[config.mk]
export PLATFORM = sky130hd
export DESIGN_NAME = set_serial
export DESIGN_NICKNAME = d
export VERILOG_FILES = /design/src/rtl/set_serial.sv
export SDC_FILE = /design/constraint.sdc
export NUM_CORES = 1
export LEC_CHECK = 0
export ABC_AREA = 1
export CAP_MARGIN = 20
export CORE_MARGIN = 2
export CORE_UTILIZATION = 40
export DETAILED_ROUTE_END_ITERATION = 16
export PLACE_DENSITY = 0.8
export SYNTH_ARGS = -nofsm -noshare
export SYNTH_HDL_FRONTEND = slang
export SYNTH_SLANG_ARGS = --single-unit
[constraint.sdc]
create_clock -name clk -period 4.58 [get_ports clk]
set_clock_uncertainty 0.1 [all_clocks]
set_input_delay 1.374 -clock clk [delete_from_list [all_inputs] [get_ports clk]]
set_output_delay 1.374 -clock clk [all_outputs]
set_load 0.03 [all_outputs]
[src/rtl/set_serial.sv]
// Digit-serial compare-and-set unit: computes a - b one DIGIT-bit slice per cycle, then
// derives the SEQ/SNE/SLT/SGT/SLE/SGE/SLTU/SGEU bit. Optional: SET_SERIAL_EARLY_EXIT_EN.
module set_serial #(
    parameter int unsigned WIDTH = 32,
    parameter int unsigned DIGIT = 4
) (
    input  logic             clk,
    input  logic             rst_n,
    input  logic             req_valid,
    output logic             req_ready,
    input  logic [2:0]       req_op,
    input  logic [0:WIDTH-1] req_a,
    input  logic [0:WIDTH-1] req_b,
    output logic             rsp_valid,
    input  logic             rsp_ready,
    output logic [WIDTH-1:0] rsp_set,
    output logic             busy
);

    localparam int unsigned NumDigits = WIDTH / DIGIT;
    localparam int unsigned CntW      = (NumDigits > 1) ? $clog2(NumDigits) : 1;

    typedef enum logic [1:0] {StIdle, StCalc, StDone} state_e;

    state_e            state_q, state_d;
    logic [WIDTH-1:0]  a_q, a_d, b_q, b_d;
    logic [2:0]        op_q, op_d;
    logic [CntW-1:0]   cnt_q, cnt_d;
    logic              zero_q, zero_d, carry_q, carry_d;
    logic              a_msb_q, a_msb_d, nb_msb_q, nb_msb_d, d_msb_q, d_msb_d;

    logic [WIDTH-1:0]  a_cap, b_cap;
    logic [DIGIT-1:0]  slice_a, slice_nb, diff;
    logic [DIGIT:0]    sum;
    logic              eq, lt, ltu, ovf, set_bit;

    // Ports are declared [0:WIDTH-1] with index 0 as LSB; internal vectors use [WIDTH-1:0].
    always_comb begin
        a_cap = '0;
        b_cap = '0;
        for (int i = 0; i < WIDTH; i++) begin
            a_cap[i] = req_a[i];
            b_cap[i] = req_b[i];
        end
    end

    // Operands shift right each CALC cycle so the active slice is always at the bottom.
    always_comb begin
        slice_a  = a_q[DIGIT-1:0];
        slice_nb = ~b_q[DIGIT-1:0];
        sum      = {1'b0, slice_a} + {1'b0, slice_nb} + (DIGIT+1)'(carry_q);
        diff     = sum[DIGIT-1:0];
    end

    always_comb begin
        state_d  = state_q;
        a_d      = a_q;
        b_d      = b_q;
        op_d     = op_q;
        cnt_d    = cnt_q;
        zero_d   = zero_q;
        carry_d  = carry_q;
        a_msb_d  = a_msb_q;
        nb_msb_d = nb_msb_q;
        d_msb_d  = d_msb_q;
        unique case (state_q)
            StIdle: begin
                if (req_valid) begin
                    a_d     = a_cap;
                    b_d     = b_cap;
                    op_d    = req_op;
                    cnt_d   = '0;
                    zero_d  = 1'b1;
                    carry_d = 1'b1;
                    state_d = StCalc;
                end
            end
            StCalc: begin
                a_d      = a_q >> DIGIT;
                b_d      = b_q >> DIGIT;
                cnt_d    = cnt_q + CntW'(1);
                zero_d   = zero_q & (diff == '0);
                carry_d  = sum[DIGIT];
                a_msb_d  = slice_a[DIGIT-1];
                nb_msb_d = slice_nb[DIGIT-1];
                d_msb_d  = diff[DIGIT-1];
                if (cnt_q == CntW'(NumDigits - 1)) begin
                    state_d = StDone;
                end
`ifdef SET_SERIAL_EARLY_EXIT_EN
                // Any nonzero digit settles EQ; remaining digits cannot change SEQ/SNE.
                if (op_q[2:1] == 2'b00 && diff != '0) begin
                    state_d = StDone;
                end
`endif
            end
            StDone: begin
                if (rsp_ready) begin
                    state_d = StIdle;
                end
            end
            default: state_d = StIdle;
        endcase
    end

    always_ff @(posedge clk or negedge rst_n) begin
        if (!rst_n) begin
            state_q  <= StIdle;
            a_q      <= '0;
            b_q      <= '0;
            op_q     <= '0;
            cnt_q    <= '0;
            zero_q   <= 1'b0;
            carry_q  <= 1'b0;
            a_msb_q  <= 1'b0;
            nb_msb_q <= 1'b0;
            d_msb_q  <= 1'b0;
        end else begin
            state_q  <= state_d;
            a_q      <= a_d;
            b_q      <= b_d;
            op_q     <= op_d;
            cnt_q    <= cnt_d;
            zero_q   <= zero_d;
            carry_q  <= carry_d;
            a_msb_q  <= a_msb_d;
            nb_msb_q <= nb_msb_d;
            d_msb_q  <= d_msb_d;
        end
    end

    // Result is derived from retained flags, so it is stable for the whole DONE state.
    always_comb begin
        eq  = zero_q;
        ovf = (a_msb_q == nb_msb_q) & (d_msb_q != a_msb_q);
        lt  = d_msb_q ^ ovf;
        ltu = ~carry_q;
        unique case (op_q)
            3'b000:  set_bit = eq;
            3'b001:  set_bit = ~eq;
            3'b010:  set_bit = lt;
            3'b011:  set_bit = ~lt & ~eq;
            3'b100:  set_bit = lt | eq;
            3'b101:  set_bit = ~lt;
            3'b110:  set_bit = ltu;
            default: set_bit = ~ltu;
        endcase
    end

    assign req_ready = (state_q == StIdle);
    assign rsp_valid = (state_q == StDone);
    assign busy      = (state_q != StIdle);
    assign rsp_set   = {{(WIDTH-1){1'b0}}, set_bit};

endmodule

==> metrics.txt <==
GRT overflow=0; pins over their slew limit=0; Synth top cells by count=nand2_1, dfrtp_1, nand3_1, buf_4, inv_1; post-detailed-route count of antenna-violating nets=0; LEAKAGE=2.205 nW; worst-margin pin slew=0.9742 ns; GRT met1 Usage=22.05%; worst-skew pair later-pin latency=0.34 ns; core box area=9153 um^2; total CTS buffers=9; initial antenna violation count=0; die footprint=10,170 um^2; Mapped Area=3751 um^2; Bufs on Longest Clock Path=2; layout cell share with drive strength beyond 1=4.706%; DRT Wirelength=7978 um; Hold Fails Final Rpt=0; Vias/cell=4.816; Via Count=2,991; HPWL Detailed=5366 um; critical path class=flip-flop to output port; RSZ-0062 raised after global routing=false; # fillers=897; First DRT Iteration DRCs=173; count leader, synth=nand2_1; Final #Nets=583; status=complete, no violations; Layout area overhead=23.35%; antenna cells=0; final setup vio count=0; Crit path largest cell delay=0.65 ns; Synth Instances=441; min-delay worst type=flip-flop to flip-flop; Die Wd=100.8 um; Port Buffers=74; Crit path max-delay family=buffers and inverters; number of synthesized flops with an enable pin=0; Worst VDD drop=0.2646 mV; GPL Wtd Cong=0.8378; GR Util met3=4.993%; pwr dens=654.2 nW/um^2; cell mode on critical path=nand2_1; # hold bufs at CTS=0; Total GRT Usage=16.73%; Rows=35; WHS=0.3831 ns; register area=1927 um^2; Worst R2R Start=state_q[1]; Yosys reg bits=77; DIE HEIGHT=100.8 um; yosys warns=0; largest area contributor in the netlist=dfrtp_1; clock slew at reported path FFs=0.08 ns; worst path buffer plus inverter count=2; multi-input logic area=1468 um^2; Setup crit start kind=flip-flop; period utilization=77.50%; Syn Area/Cell=8.506 um^2; Worst Setup End Kind=output port; Max-Cap Viols=0; post-synthesis cell type count=26; max frequency=281.7 MHz; ys async rst share=100.0%; GR Layer Usage met2=26.77%; WP data required=3.11 ns; dominant synthesized flop cell=dfrtp_1; Hold Startpoint=b_q[16]; # resized after CTS=0; # IOs=106; WP data arrival=2.08 ns; CP cell instances=or2_2 -> o21ai_0 -> nand2_1 -> nand3_1 -> nand2_1 -> inv_1 -> clkdlybuf4s50_1; largest net degree at the start of global routing=78; Root Buffer=clkbuf_8; register area share after synthesis=51.37%; Max-slew headroom=35.05%; global-route wire length before repair=13,330 um; setup slack after layout=1.030 ns; critical-path maximum fanout=3; Synth top area share=51.37%; busiest layer in global routing=met2; largest cells by area after synthesis=dfrtp_1, nand2_1, buf_4; WL per Instance=12.85 um; vias in the first global route=2,819; CP Launch Point=a_msb_q; pre-CTS setup slack=1.343 ns; initial core utilization=40.98%; Period minus WS final=3.550 ns; CTS HTree Levels=3; Setup Fix Bufs, Post-CTS=0; CTS tree=yes; DRT Pass-1 Iters=5; Sink Count=77; Setup Total Neg Slack=0 ns; drt drc=0; cell at the slowest stage of the critical path=clkdlybuf4s50_1
## metrics by stage
step,utilization (%),cell area [um^2],std cells,total power (W)
after detailed placement,47.93,4387,605,0.002432
after global placement,47.93,4387,605,0.002365
final,50.55,4627,621,0.003027
after floorplan,-,3864,471,0.002163
after CTS,50.55,4627,621,0.003065
after global routing,50.55,4627,621,0.003303
## worst paths after layout
| kind | end | slack [ns] | depth (start not counted) |
|---|---|---|---|
| max | rsp_set[0] | 1.03 | 7 |
| min | b_q[16] | 0.38 | 2 |
| max reg2reg | a_q[3] | 2.51 | 5 |
| max in group asynchronous | b_q[17] | 2.66 | 1 |
| min reg2reg | b_q[16] | 0.38 | 2 |
| min in group asynchronous | b_q[28] | 1.08 | 1 |
## flip-flops by register name, summed over array words and instances, names as in the netlist
signal / flops
eq: 1
cnt_q: 3
nb_msb_q: 1
state_q: 2
op_q: 3
carry_q: 1
a_msb_q: 1
d_msb_q: 1
a_q: 32
b_q: 32
## cell usage in the layout (no fill, tap or decap), types with 2 or more instances in the layout
| cell | n |
|---|---|
| a21oi_1 | 6 |
| a22o_1 | 9 |
| buf_4 | 2 |
| bufinv_16 | 3 |
| clkbuf_1 | 2 |
| clkbuf_8 | 10 |
| clkdlybuf4s50_1 | 73 |
| conb_1 | 31 |
| dfrtp_1 | 77 |
| fa_1 | 2 |
| ha_1 | 5 |
| inv_1 | 25 |
| inv_2 | 2 |
| nand2_1 | 174 |
| nand2_2 | 3 |
| nand3_1 | 47 |
| nor2_1 | 5 |
| o211ai_1 | 15 |
| o21ai_0 | 10 |
## cell type report
class | instances | share of cell area, %
well taps | 111 | 3.002
inverters | 28 | 2.326
repair buffers | 75 | 16.12
clock buffers | 12 | 3.137
flip-flops and latches | 77 | 41.64
clock inverters | 4 | 2.055
multi-input cells | 314 | 31.72
## layer usage
layer,wire length [um],up-vias
met5,0,-
met4,36,0
met3,378,4
met2,3954,77
met1,3609,1436
li1,-,1474
## worst min-delay path, delay by kind of cell (launching register included)
family / cells / cell delay, ns
AND/OR/NAND/NOR: 2 / 0.10
flip-flops: 1 / 0.35
## report_power, final
part | leakage, nW | internal [W] | switching [W] | total, W
logic | 1.11 | 0.000469 | 0.000784 | 0.00125
clock network | 0.121 | 0.000377 | 0.000238 | 0.000615
registers | 0.970 | 0.000987 | 0.000173 | 0.00116
total | 2.20 | 0.00183 | 0.00119 | 0.00303
## cell families (layout without fill, tap and decap cells)
logic type      count (synthesis)  after routing  synth area share (%)
simple gates                  232            232                 25.32
buf+inv                        80            119                 12.51
flops                          77             77                 51.37
compound gates                 44             44                 7.973
fa+ha+maj                       7              7                 2.735
other cells                     1             31               0.09997
Note: power is estimated with default switching activity, not from simulation.
